===== src/rtl/apb_cmd_master_pkg.sv =====
// apb_cmd_master_pkg: FSM encodings and width helper shared by the APB command master
package apb_cmd_master_pkg;
  localparam logic [1:0] ST_IDLE   = 2'd0;
  localparam logic [1:0] ST_SETUP  = 2'd1;
  localparam logic [1:0] ST_ACCESS = 2'd2;
  localparam logic [1:0] ST_RESP   = 2'd3;
  function automatic int clog2(input int v);
    int r;
    r = 0;
    while ((1 << r) < v) r++;
    return r;
  endfunction
endpackage


===== src/rtl/apb_cmd_fifo.sv =====
// apb_cmd_fifo: command FIFO with a registered full flag so the upstream ready is a flop
module apb_cmd_fifo
  import apb_cmd_master_pkg::*;
#(
  parameter int W     = 39,
  parameter int DEPTH = 2
) (
  input  logic         clk_i,
  input  logic         rst_n_i,
  input  logic         push,
  input  logic [W-1:0] din,
  input  logic         pop,
  output logic [W-1:0] dout,
  output logic         empty,
  output logic         full
);
  localparam int PW = clog2(DEPTH);
  logic [W-1:0]  mem [DEPTH];
  logic [PW-1:0] wptr, rptr;
  logic [PW:0]   cnt, cnt_nx;
  logic          do_push, do_pop;
  assign do_push = push & ~full;
  assign do_pop  = pop & ~empty;
  assign cnt_nx  = cnt + (PW+1)'(do_push) - (PW+1)'(do_pop);
  assign empty   = (cnt == '0);
  assign dout    = mem[rptr];
  always_ff @(posedge clk_i or negedge rst_n_i) begin
    if (!rst_n_i) begin
      wptr <= '0;
      rptr <= '0;
      cnt  <= '0;
      full <= 1'b0;
    end else begin
      if (do_push) wptr <= wptr + PW'(1);
      if (do_pop) rptr <= rptr + PW'(1);
      cnt  <= cnt_nx;
      full <= (cnt_nx == (PW+1)'(DEPTH));
    end
  end
  always_ff @(posedge clk_i) begin
    if (do_push) mem[wptr] <= din;
  end
endmodule


===== src/rtl/apb_cmd_master.sv =====
// apb_cmd_master: APB initiator running buffered valid/ready commands one transfer at a time
module apb_cmd_master
  import apb_cmd_master_pkg::*;
#(
  parameter int BUS_AW         = 6,
  parameter int BUS_DW         = 32,
  parameter int CMD_DEPTH      = 2,
  parameter int TIMEOUT_CYCLES = 256
) (
  input  logic              clk_i,
  input  logic              rst_n_i,
  input  logic              cmd_vld_i,
  output logic              cmd_rdy_o,
  input  logic              cmd_write_i,
  input  logic [BUS_AW-1:0] cmd_addr_i,
  input  logic [BUS_DW-1:0] cmd_wdata_i,
  output logic              rsp_vld_o,
  input  logic              rsp_rdy_i,
  output logic [BUS_DW-1:0] rsp_rdata_o,
  output logic              rsp_timeout_o,
  output logic [BUS_AW-1:0] apb_paddr_m,
  output logic              apb_pwrite_m,
  output logic              apb_psel_m,
  output logic              apb_penable_m,
  output logic [BUS_DW-1:0] apb_pwdata_m,
  input  logic [BUS_DW-1:0] apb_prdata_m,
  input  logic              apb_pready_m
);
  localparam int CW = 1 + BUS_AW + BUS_DW;
  localparam int TW = (TIMEOUT_CYCLES > 1) ? clog2(TIMEOUT_CYCLES) : 1;
  localparam logic [TW-1:0] T_LAST = TW'((TIMEOUT_CYCLES > 0) ? TIMEOUT_CYCLES - 1 : 0);
  logic [1:0]    state;
  logic [TW-1:0] tcnt;
  logic [CW-1:0] head;
  logic          empty, full, pop, load, tmo;
  assign pop       = (state == ST_IDLE) | ((state == ST_RESP) & rsp_rdy_i);
  assign load      = pop & ~empty;
  assign tmo       = (TIMEOUT_CYCLES != 0) && (tcnt == T_LAST);
  assign cmd_rdy_o = ~full;
  apb_cmd_fifo #(.W(CW), .DEPTH(CMD_DEPTH)) u_fifo (
    .clk_i  (clk_i),
    .rst_n_i(rst_n_i),
    .push   (cmd_vld_i),
    .din    ({cmd_write_i, cmd_addr_i, cmd_wdata_i}),
    .pop    (pop),
    .dout   (head),
    .empty  (empty),
    .full   (full)
  );
  // The bus registers lag the state by one edge: ACCESS first raises penable, then samples pready.
  always_ff @(posedge clk_i or negedge rst_n_i) begin
    if (!rst_n_i) begin
      state         <= ST_IDLE;
      tcnt          <= '0;
      apb_paddr_m   <= '0;
      apb_pwrite_m  <= 1'b0;
      apb_pwdata_m  <= '0;
      apb_psel_m    <= 1'b0;
      apb_penable_m <= 1'b0;
      rsp_vld_o     <= 1'b0;
      rsp_rdata_o   <= '0;
      rsp_timeout_o <= 1'b0;
    end else begin
      if (load) {apb_pwrite_m, apb_paddr_m, apb_pwdata_m} <= head;
      case (state)
        ST_IDLE: state <= empty ? ST_IDLE : ST_SETUP;
        ST_SETUP: begin
          apb_psel_m <= 1'b1;
          state      <= ST_ACCESS;
        end
        ST_ACCESS: begin
          if (!apb_penable_m) apb_penable_m <= 1'b1;
          else if (apb_pready_m || tmo) begin
            apb_psel_m    <= 1'b0;
            apb_penable_m <= 1'b0;
            rsp_vld_o     <= 1'b1;
            rsp_rdata_o   <= (apb_pready_m && !apb_pwrite_m) ? apb_prdata_m : '0;
            rsp_timeout_o <= !apb_pready_m;
            tcnt          <= '0;
            state         <= ST_RESP;
          end else tcnt <= tcnt + TW'(1);
        end
        default: begin
          if (rsp_rdy_i) begin
            rsp_vld_o <= 1'b0;
            state     <= empty ? ST_IDLE : ST_SETUP;
          end
        end
      endcase
    end
  end
endmodule


===== config.mk =====
export PLATFORM = sky130hd
export DESIGN_NAME = apb_cmd_master
export DESIGN_NICKNAME = d
export VERILOG_FILES = /design/src/rtl/apb_cmd_master_pkg.sv /design/src/rtl/apb_cmd_fifo.sv /design/src/rtl/apb_cmd_master.sv
export SDC_FILE = /design/constraint.sdc
export NUM_CORES = 1
export LEC_CHECK = 0
export BUFFER_PORTS_ARGS = -buffer_cell sky130_fd_sc_hd__buf_2
export CORE_MARGIN = 8
export CORE_UTILIZATION = 49
export DETAILED_ROUTE_END_ITERATION = 6
export GPL_ROUTABILITY_DRIVEN = 0
export GPL_TIMING_DRIVEN = 0
export PLACE_DENSITY = 0.86
export SYNTH_ARGS = -nofsm -noshare
export SYNTH_HDL_FRONTEND = slang
export SYNTH_SLANG_ARGS = --single-unit

===== constraint.sdc =====
create_clock -name clk_i -period 3.1 [get_ports clk_i]
set_clock_uncertainty 0.15 [all_clocks]
set_input_delay 0.155 -clock clk_i [delete_from_list [all_inputs] [get_ports clk_i]]
set_output_delay 0.155 -clock clk_i [all_outputs]
set_load 0.05 [all_outputs]

After elaboration in Yosys (flattened, before gate mapping) --
Memories as Yosys holds them, arrays and structs flattened. A register that Yosys moved wholly into a read port is not among the register bits. Index checks and enable logic that the tools add are counted. Widths: inputs -> output; s select.
Word-level totals: register bits 51, RAM bits 78, bits of input ports 76, output and inout port bits 76, logic and storage cells 65, memories kept 1
Cells by class: add/subtract/negate cells 5, equality and inequality tests 7, mux-type cells 18, bitwise logic cells 7, reductions and logical operators 16
Memories:
- u_fifo.mem | depth 2, bits a word 39, read ports 1, clocked after Yosys merged registers in 1, wr ports 1, line apb_cmd_fifo.sv:18 | logic [W-1:0] mem [DEPTH];
Operators by type and width (count):
- $mux 32 | 1
- $mux 1 | 10
- $reduce_and 3->1 | 3
- $add 8x1->8 const B | 1
- $eq 8x8->1 const B | 1
- $mux 8 | 1
- $eq 2x2->1 const B | 3
- $mux 2 | 3
- $pmux 2 s3 | 1
- $logic_not 2->1 | 2
- $ne 2x2->1 const B | 2
- $pmux 1 s2 | 2
- $reduce_and 4->1 | 1
- $reduce_bool 2->1 | 2
- $reduce_bool 4->1 | 1
- $and 1x1->1 | 3
- $logic_not 1->1 | 3
- $not 1->1 | 3
- $add 1x1->1 const B | 2
- $add 2x1->2 | 1
- $eq 2x1->1 const B | 1
- $reduce_and 2->1 | 1
- $reduce_or 2->1 | 1
- $sub 2x1->2 | 1
- other kinds (3) | 3

Logic depth before layout (Yosys ltp) --
Gate-level depths: netlist (run 1).
depth in word-level cells 6, gate-level depth with buffers 11, mapped depth without buffers 10

Cells and area by module --
Synthesis (run 1) repeated with hierarchy kept, for this count alone.
Second synthesis, totals: cell total of the unflattened synthesis 457, area, all modules 6840.3 µm²
Modules (own cells, without submodules):
- apb_cmd_master | instances 1, cells an instance 315, area each 3774.9 µm², seq. area each 2127.0 µm²
- apb_cmd_fifo | instances 1, cells an instance 142, area each 3065.4 µm², seq. area each 2467.4 µm²

Worst setup path before layout (run 1) --
No wires, ideal clock.
kind reg2reg, start point reg u_fifo.full, end point mem u_fifo.mem[0][0], enable pin, library setup time 0.440 ns, data arrival time 2.378 ns, data required time 2.510 ns, setup slack 0.132 ns, cell stages (with the launch flop) 3, path buffers 0, period minus slack after synthesis 2.968 ns, cell sequence dfrtp_1 -> nor2b_1 -> nor2b_1
Between the ends: longest elaborated chain between the ends 4
RTL lines:
- start, declared | line apb_cmd_fifo.sv:15 | output logic full
- start signal, assigned | line apb_cmd_fifo.sv:37 | full <= (cnt_nx == (PW+1)'(DEPTH));
- $not 1->1 | line apb_cmd_fifo.sv:22 | assign do_push = push & ~full;
- $and 1x1->1 | line apb_cmd_fifo.sv:22
- via u_fifo.do_push | line apb_cmd_fifo.sv:21 | logic do_push, do_pop;
- $mux 1 | line apb_cmd_fifo.sv:41 | if (do_push) mem[wptr] <= din;
- $mux 1 (not written as such) | line apb_cmd_fifo.sv:41
- end, declared | line apb_cmd_fifo.sv:18
The timed path passes the listed nets, and every way through them passes these cells.

Worst setup path in the final report (run 1) --
start point reg state[1], end point reg u_fifo.full
Between the ends: longest elaborated chain between the ends 6, elaborated cells on any way between the ends 7, classes of those cells add/sub: 1; eq/ne: 2; bitwise: 3; reduce/logical: 1
RTL lines:
- start, declared | line apb_cmd_master.sv:32 | logic [1:0] state;
- start signal, assigned | line apb_cmd_master.sv:66 | ST_IDLE: state <= empty ? ST_IDLE : ST_SETUP;
- start signal, assigned | line apb_cmd_master.sv:86 | state <= empty ? ST_IDLE : ST_SETUP;
- $eq 2x2->1 | line apb_cmd_master.sv:36 | assign pop = (state == ST_IDLE) | ((state == ST_RESP) & rsp_rdy_i);
- $and 1x1->1 | line apb_cmd_master.sv:36
- $or 1x1->1 * | line apb_cmd_master.sv:36
- $and 1x1->1 *
- via load | line apb_cmd_master.sv:35 | logic empty, full, pop, load, tmo;
- $sub 2x1->2 * | line apb_cmd_fifo.sv:24 | assign cnt_nx = cnt + (PW+1)'(do_push) - (PW+1)'(do_pop);
- via u_fifo.cnt_nx[1] | line apb_cmd_fifo.sv:20 | logic [PW:0] cnt, cnt_nx;
- $eq 2x2->1 * | line apb_cmd_fifo.sv:37
The timed path passes the listed nets; every way through them passes the cells marked *. A chain may end at the register's enable or synchronous reset.

==> results of run 1 <==
## flip-flops by register name, summed over array words and instances, names as in the netlist, 2 cells and up
register	cells
u_fifo.cnt	2
u_fifo.mem	78
tcnt	8
state	2
rsp_rdata_o	32
apb_paddr_m	6
apb_pwdata_m	32
## where the power goes
part | internal (mW) | total, mW | switching (mW)
logic | 1.65 | 4.81 | 3.16
registers | 3.15 | 3.59 | 0.438
clock network | 1.13 | 2.03 | 0.904
total | 5.93 | 10.4 | 4.50
## cells by family after synthesis
logic type,after synthesis,synth area share
adders and majority gates,7,0.01292
xor gates and xnor gates,4,0.005171
buffers and inverters,61,0.04542
muxes,78,0.1296
AOI/OAI and AO/OA,92,0.08863
and+or+nand+nor,47,0.04025
DFF,168,0.6780
## final cells by class
type	instances	area [um^2]	area share
buffer	23	165.2	0.01806
clock buffer	18	429.2	0.04693
clock inverter	14	137.6	0.01505
inverter	38	142.6	0.01560
multi-input combinational	228	1883	0.2059
sequential	168	4594	0.5025
tap	180	225.2	0.02463
timing repair buffer	228	1567	0.1713
## Yosys cell counts, drive strengths merged
cell type,n
and4b,1
a41oi,1
mux2,78
nand3,4
a21o,2
dfrtp,90
o2111ai,1
a211oi,1
nand2,10
buf,21
nor2b,4
xor2,2
a21oi,6
and2,2
ha,7
edfxtp,78
a21boi,1
inv,38
o21ba,1
xnor2,2
nor3,2
nor2,5
clkbuf,2
a221o,1
a211o,1
a22oi,32
a2111oi,1
o211ai,4
nand2b,5
or3,3
and4,2
nand3b,1
and3,5
o32a,1
or4,1
nand4,2
o21ai,39
## routing by layer
metal  vias to the layer above  track usage
met5                         -            0
met4                         0       0.1366
met3                        80      0.04367
met2                       217       0.3237
met1                      2352       0.2086
li1                       2173            -
## layout by cell type, fill, tap and decap left out, types with 2 or more instances in the layout
master / instances
buf_2: 161
dfrtp_1: 90
mux2_2: 78
edfxtp_1: 78
dlygate4sd3_1: 74
inv_1: 38
o21ai_0: 35
a22oi_1: 32
clkbuf_16: 17
nand2_1: 10
buf_6: 7
ha_1: 7
a21oi_1: 6
inv_6: 6
and3_1: 5
nand2b_1: 5
nor2_1: 4
buf_4: 4
o211ai_1: 4
nor2b_1: 3
or3_1: 3
nand3_1: 3
o21ai_1: 3
clkinv_2: 3
xnor2_1: 2
and4_1: 2
nand4_1: 2
a21o_1: 2
nor3_1: 2
xor2_1: 2
clkbuf_1: 2
clkinv_4: 2
inv_8: 2
buf_12: 2
## worst min-delay path by stage
stage                            end  cells past startpoint
floorplan             apb_paddr_m[0]                      0
global placement    u_fifo.mem[1][9]                      1
detailed placement   rsp_rdata_o[29]                      1
CTS                      u_fifo.wptr                      3
global route             u_fifo.wptr                      3
finish                   u_fifo.wptr                      3
## critical path, cell delays in order (launching register included)
cell and delay [ns]:
dfrtp_1 0.42, inv_1 0.11, ha_1 0.25, a21oi_1 0.27, nor2_4 0.11, buf_6 0.17, ha_1 0.28, inv_1 0.04
ha_1 0.18, xnor2_1 0.17, xnor2_1 0.16, nor2b_1 0.16
## repair_timing
action | CTS | global route
hold endpoints to repair | 153 | 0
setup buffers | 0 | 0
hold buffers | 74 | 0
==> impl_metrics.env, run 1 <==
export IMPL_worstPathArrival_ns=2.73
export IMPL_hp_start="cmd_vld_i"
export IMPL_cts_sink_count=168
export IMPL_dp_slack_ns=0.5494
export IMPL_port_buffers=151
export IMPL_wl_per_cell_um=18.74
export IMPL_met3_length_um=875
export IMPL_grt_util_all_layers=0.1913
export IMPL_n_antenna_cell=0
export IMPL_r2r_cells=11
export IMPL_crit_end="u_fifo.full"
export IMPL_hold_slack_ns=0.03438
export IMPL_min_period_over_period=0.8161
export IMPL_setup_tns_final_ns=0
export IMPL_grt_antenna_before_repair=0
export IMPL_path_class="flip-flop to flip-flop"
export IMPL_wl_met2_mm=8.704
export IMPL_route_detailed_drc=0
export IMPL_drt_pass1_iterations=6
export IMPL_placed_cells=791
export IMPL_setup_viol=0
export IMPL_ys_types=45
export IMPL_fin_util=0.6665
export IMPL_slew_headroom=0.5971
export IMPL_p_total_mw=10.43
export IMPL_rows=43
export IMPL_rsz0062_at_grt="false"
export IMPL_cp_startpoint="state[1]"
export IMPL_num_fill_cells=927
export IMPL_design_area_mm2=0.009144
export IMPL_r2r_setup_slack_ns=0.57
export IMPL_yosys_area_top_type_share=0.3456
export IMPL_coreArea_mm2=0.01372
export IMPL_die_w_um=133.6
export IMPL_cp_required_ns=3.30
export IMPL_period_needed_ns=2.530
export IMPL_leakage_nw=3.972
export IMPL_syn_to_final_growth_pct=34.93
export IMPL_r2r_end="u_fifo.full"
export IMPL_stdcell_count=897
export IMPL_syn_avg_cell_area_um2=14.83
export IMPL_drtIter0Drc=337
export IMPL_met1_length_mm=6.311
export IMPL_die_h_um=133.6
export IMPL_synthTopCellsByArea="edfxtp_1 35%, dfrtp_1 33%, mux2_2 13%, a22oi_1 3.5%, o21ai_0 2.6%"
export IMPL_yosysWarnings=0
export IMPL_endpoint_kind="flip-flop"
export IMPL_fin_nets=787
export IMPL_worst_pin_slew_ns=0.6043
export IMPL_dpl_instance_area_mm2=0.007836
export IMPL_totalWireLength_mm=16.81
export IMPL_clockBufferDepth=2
export IMPL_die_area_mm2=0.01785
export IMPL_root_buffer="clkbuf_16"
export IMPL_setup_slack_ns=0.5700
export IMPL_drive_gt1_frac=0.4073
export IMPL_start_util=0.4939
export IMPL_min_path_type="primary input to flip-flop"
export IMPL_final_antenna_net_count=0
export IMPL_highest_layer="met4"
export IMPL_dp_hpwl_mm=11.04
export IMPL_hold_viol=0
export IMPL_grt_pass1_wl_mm=26.92
export IMPL_ys_ff_latch=168
export IMPL_synth_cells=457
export IMPL_slew_viol_final=0
export IMPL_numCtsBuffers=17
export IMPL_clk_latency_ns=0.42
export IMPL_drv_cap=0
export IMPL_crit_fanout=10
export IMPL_synth_fp_nets=540
export IMPL_cts_resized=0
export IMPL_status="finished, final reports clean"
export IMPL_htree_levels=4
export IMPL_cts_tree="yes"
export IMPL_via_per_inst=5.376
export IMPL_max_freq_mhz=395.3
export IMPL_yosysSeqAreaShare=0.6780
export IMPL_clk_pin_slew_ns=0.06
export IMPL_synth_largest_area_cell="edfxtp_1"
export IMPL_vias=4822
export IMPL_ir_worst_vdd_v=0.0007072
export IMPL_powerDensity_mw_per_mm2=1141
export IMPL_grt_max_degree=50
export IMPL_netlist_area_mm2=0.006776
export IMPL_grt_ovfl_total=0
export IMPL_timing_rr_start="state[1]"
export IMPL_ios=152
export IMPL_grt_pass1_vias=5240
export IMPL_cp_start_kind="flip-flop"
Note: power is estimated with default switching activity, not from simulation.
==> run 2, diff against run 1 <==
clock period = 2.3 ns   (was 3.1 ns; I/O delays follow)
==> run 2 against run 1 <==
Against the previous run:
- non-clock buffer count up 5
- critical endpoint unchanged
- power up 37%
- via count down 2.2%
- cell count up 0.56%
==> impl_metrics.env, run 2 (synthesis results as in run 1) <==
export IMPL_cts_sink_count=168
export IMPL_ios=152
export IMPL_grt_pass1_wl_mm=26.50
export IMPL_wl_per_cell_um=17.92
export IMPL_largest_register_ffs=78
export IMPL_num_fill_cells=911
export IMPL_grt_util_all_layers=0.1868
export IMPL_n_antenna_cell=0
export IMPL_syn_to_final_growth_pct=36.60
export IMPL_ff_latch_area_mm2=0.004594
export IMPL_min_path_type="primary input to async pin"
export IMPL_htree_levels=4
export IMPL_timing_rr_start="state[1]"
export IMPL_multi_input_area_mm2=0.001917
export IMPL_min_period_over_period=0.9757
export IMPL_final_antenna_net_count=0
export IMPL_period_needed_ns=2.244
export IMPL_dp_hpwl_mm=10.65
export IMPL_max_freq_mhz=445.6
export IMPL_path_class="flip-flop to flip-flop"
export IMPL_totalWireLength_mm=16.16
export IMPL_die_h_um=133.6
export IMPL_worstPathArrival_ns=2.44
export IMPL_cp_start_kind="flip-flop"
export IMPL_worst_pin_slew_ns=0.5747
export IMPL_cp_cell_sequence="inv_2 -> ha_4 -> a21oi_4 -> nor2_4 -> buf_6 -> ha_1 -> inv_1 -> ha_1 -> xnor2_2 -> xnor2_1 -> nor2b_1"
export IMPL_slew_viol_final=0
export IMPL_grt_max_degree=50
export IMPL_vias=4716
export IMPL_drive_gt1_frac=0.4197
export IMPL_top_register="u_fifo.mem"
export IMPL_critPathSlowestCell="dfrtp_1"
export IMPL_dp_slack_ns=-0.1970
export IMPL_grt_pass1_vias=5232
export IMPL_r2r_end="u_fifo.full"
export IMPL_fin_nets=792
export IMPL_drt_pass1_iterations=5
export IMPL_status="finished, final reports clean"
export IMPL_port_buffers=151
export IMPL_crit_fanout=10
export IMPL_via_per_inst=5.228
export IMPL_clk_latency_ns=0.41
export IMPL_route_detailed_drc=0
export IMPL_stdcell_count=902
export IMPL_start_util=0.4939
export IMPL_leakage_nw=4.013
export IMPL_final_common_cell="buf_2"
export IMPL_r2r_cells=11
export IMPL_numCtsBuffers=17
export IMPL_coreArea_mm2=0.01372
export IMPL_grt_ovfl_total=0
export IMPL_powerDensity_mw_per_mm2=1548
export IMPL_top_regs="u_fifo.mem x78, apb_pwdata_m x32, rsp_rdata_o x32"
export IMPL_grt_antenna_before_repair=0
export IMPL_clk_pin_slew_ns=0.07
export IMPL_critPathTopFamily="adder cells"
export IMPL_hold_viol=0
export IMPL_placed_cells=791
export IMPL_setup_viol=0
export IMPL_drtIter0Drc=319
export IMPL_clockBufferDepth=2
export IMPL_cts_tree="yes"
export IMPL_r2r_setup_slack_ns=0.06
export IMPL_die_w_um=133.6
export IMPL_root_buffer="clkbuf_16"
export IMPL_ir_worst_vdd_v=0.0008806
export IMPL_endpoint_kind="flip-flop"
export IMPL_cp_buffers_inverters=3
export IMPL_rows=43
export IMPL_die_area_mm2=0.01785
export IMPL_slowest_delay_ns=0.40
export IMPL_setup_tns_final_ns=0
export IMPL_mostFrequentLayoutCells="161 x buf_2, 90 x dfrtp_1, 78 x mux2_2, 78 x edfxtp_1, 75 x dlygate4sd3_1"
export IMPL_slew_headroom=0.6169
export IMPL_critPathMostFrequentCell="ha_1"
export IMPL_cp_required_ns=2.49
export IMPL_drv_cap=0
export IMPL_setup_slack_ns=0.05583
run 2: cell count changes in the layout (fill, tap and decap cells not counted), moves of 2 or more:
cell      delta
ha_1         -2
buf_4        +4
inv_1        -2
inv_8        +2
inv_2        +2
clkinv_2     -2
run 2: cell type report:
class | instances | share of cell area
clock buffer | 17 | 0.04596
tap | 180 | 0.02433
clock inverter | 15 | 0.01946
inverter | 38 | 0.01541
timing repair buffer | 233 | 0.1736
sequential | 168 | 0.4964
buffer | 23 | 0.01784
multi-input combinational | 228 | 0.2071
run 2: report_power, final:
part	internal [mW]	total (mW)	switching, mW
combinational	2.34	6.61	4.27
clock	1.65	2.89	1.24
sequential	4.25	4.82	0.579
total	8.24	14.3	6.08
run 2: per-layer routing:
metal,up-vias,GRT usage,share of wire
li1,2182,-,-
met1,2300,0.2071,0.39
met2,180,0.3256,0.53
met3,54,0.04066,0.044
met4,0,0.1067,0.037
met5,-,0,0
run 2: worst max-delay path by stage:
stage,from,end,slack (ns),cells after the start
2_1_floorplan,u_fifo.full,u_fifo.mem[0][0],0.06,2
4_1_cts,state[0],u_fifo.full,0.009,11
3_3_place_gp,u_fifo.full,u_fifo.mem[0][32],-0.68,2
5_1_grt,state[1],u_fifo.full,-0.03,11
3_5_place_dp,state[1],u_fifo.full,-0.20,11
6_report,state[1],u_fifo.full,0.06,11
run 2: stage by stage:
stage / power (mW) / hold slack (ns) / area (um^2) / util
floorplan: 9.562 / -0.3306 / 6779 / -
global placement: 10.89 / 0.1527 / 7760 / 0.5656
detailed placement: 11.20 / 0.007672 / 7836 / 0.5712
CTS: 14.27 / 0.1233 / 9221 / 0.6721
global route: 15.08 / 0.1288 / 9256 / 0.6747
finish: 14.33 / 0.09524 / 9256 / 0.6747
run 2: repair_timing:
| item | CTS | global route |
|---|---|---|
| gates resized for setup | 3 | 5 |
| cloned | 0 | 0 |
| setup buffers | 2 | 2 |
| endpoints found under the hold margin | 157 | 0 |
| endpoints found under the setup margin | 2 | 1 |
| hold buffers | 75 | 0 |
| pin swaps | 1 | 1 |
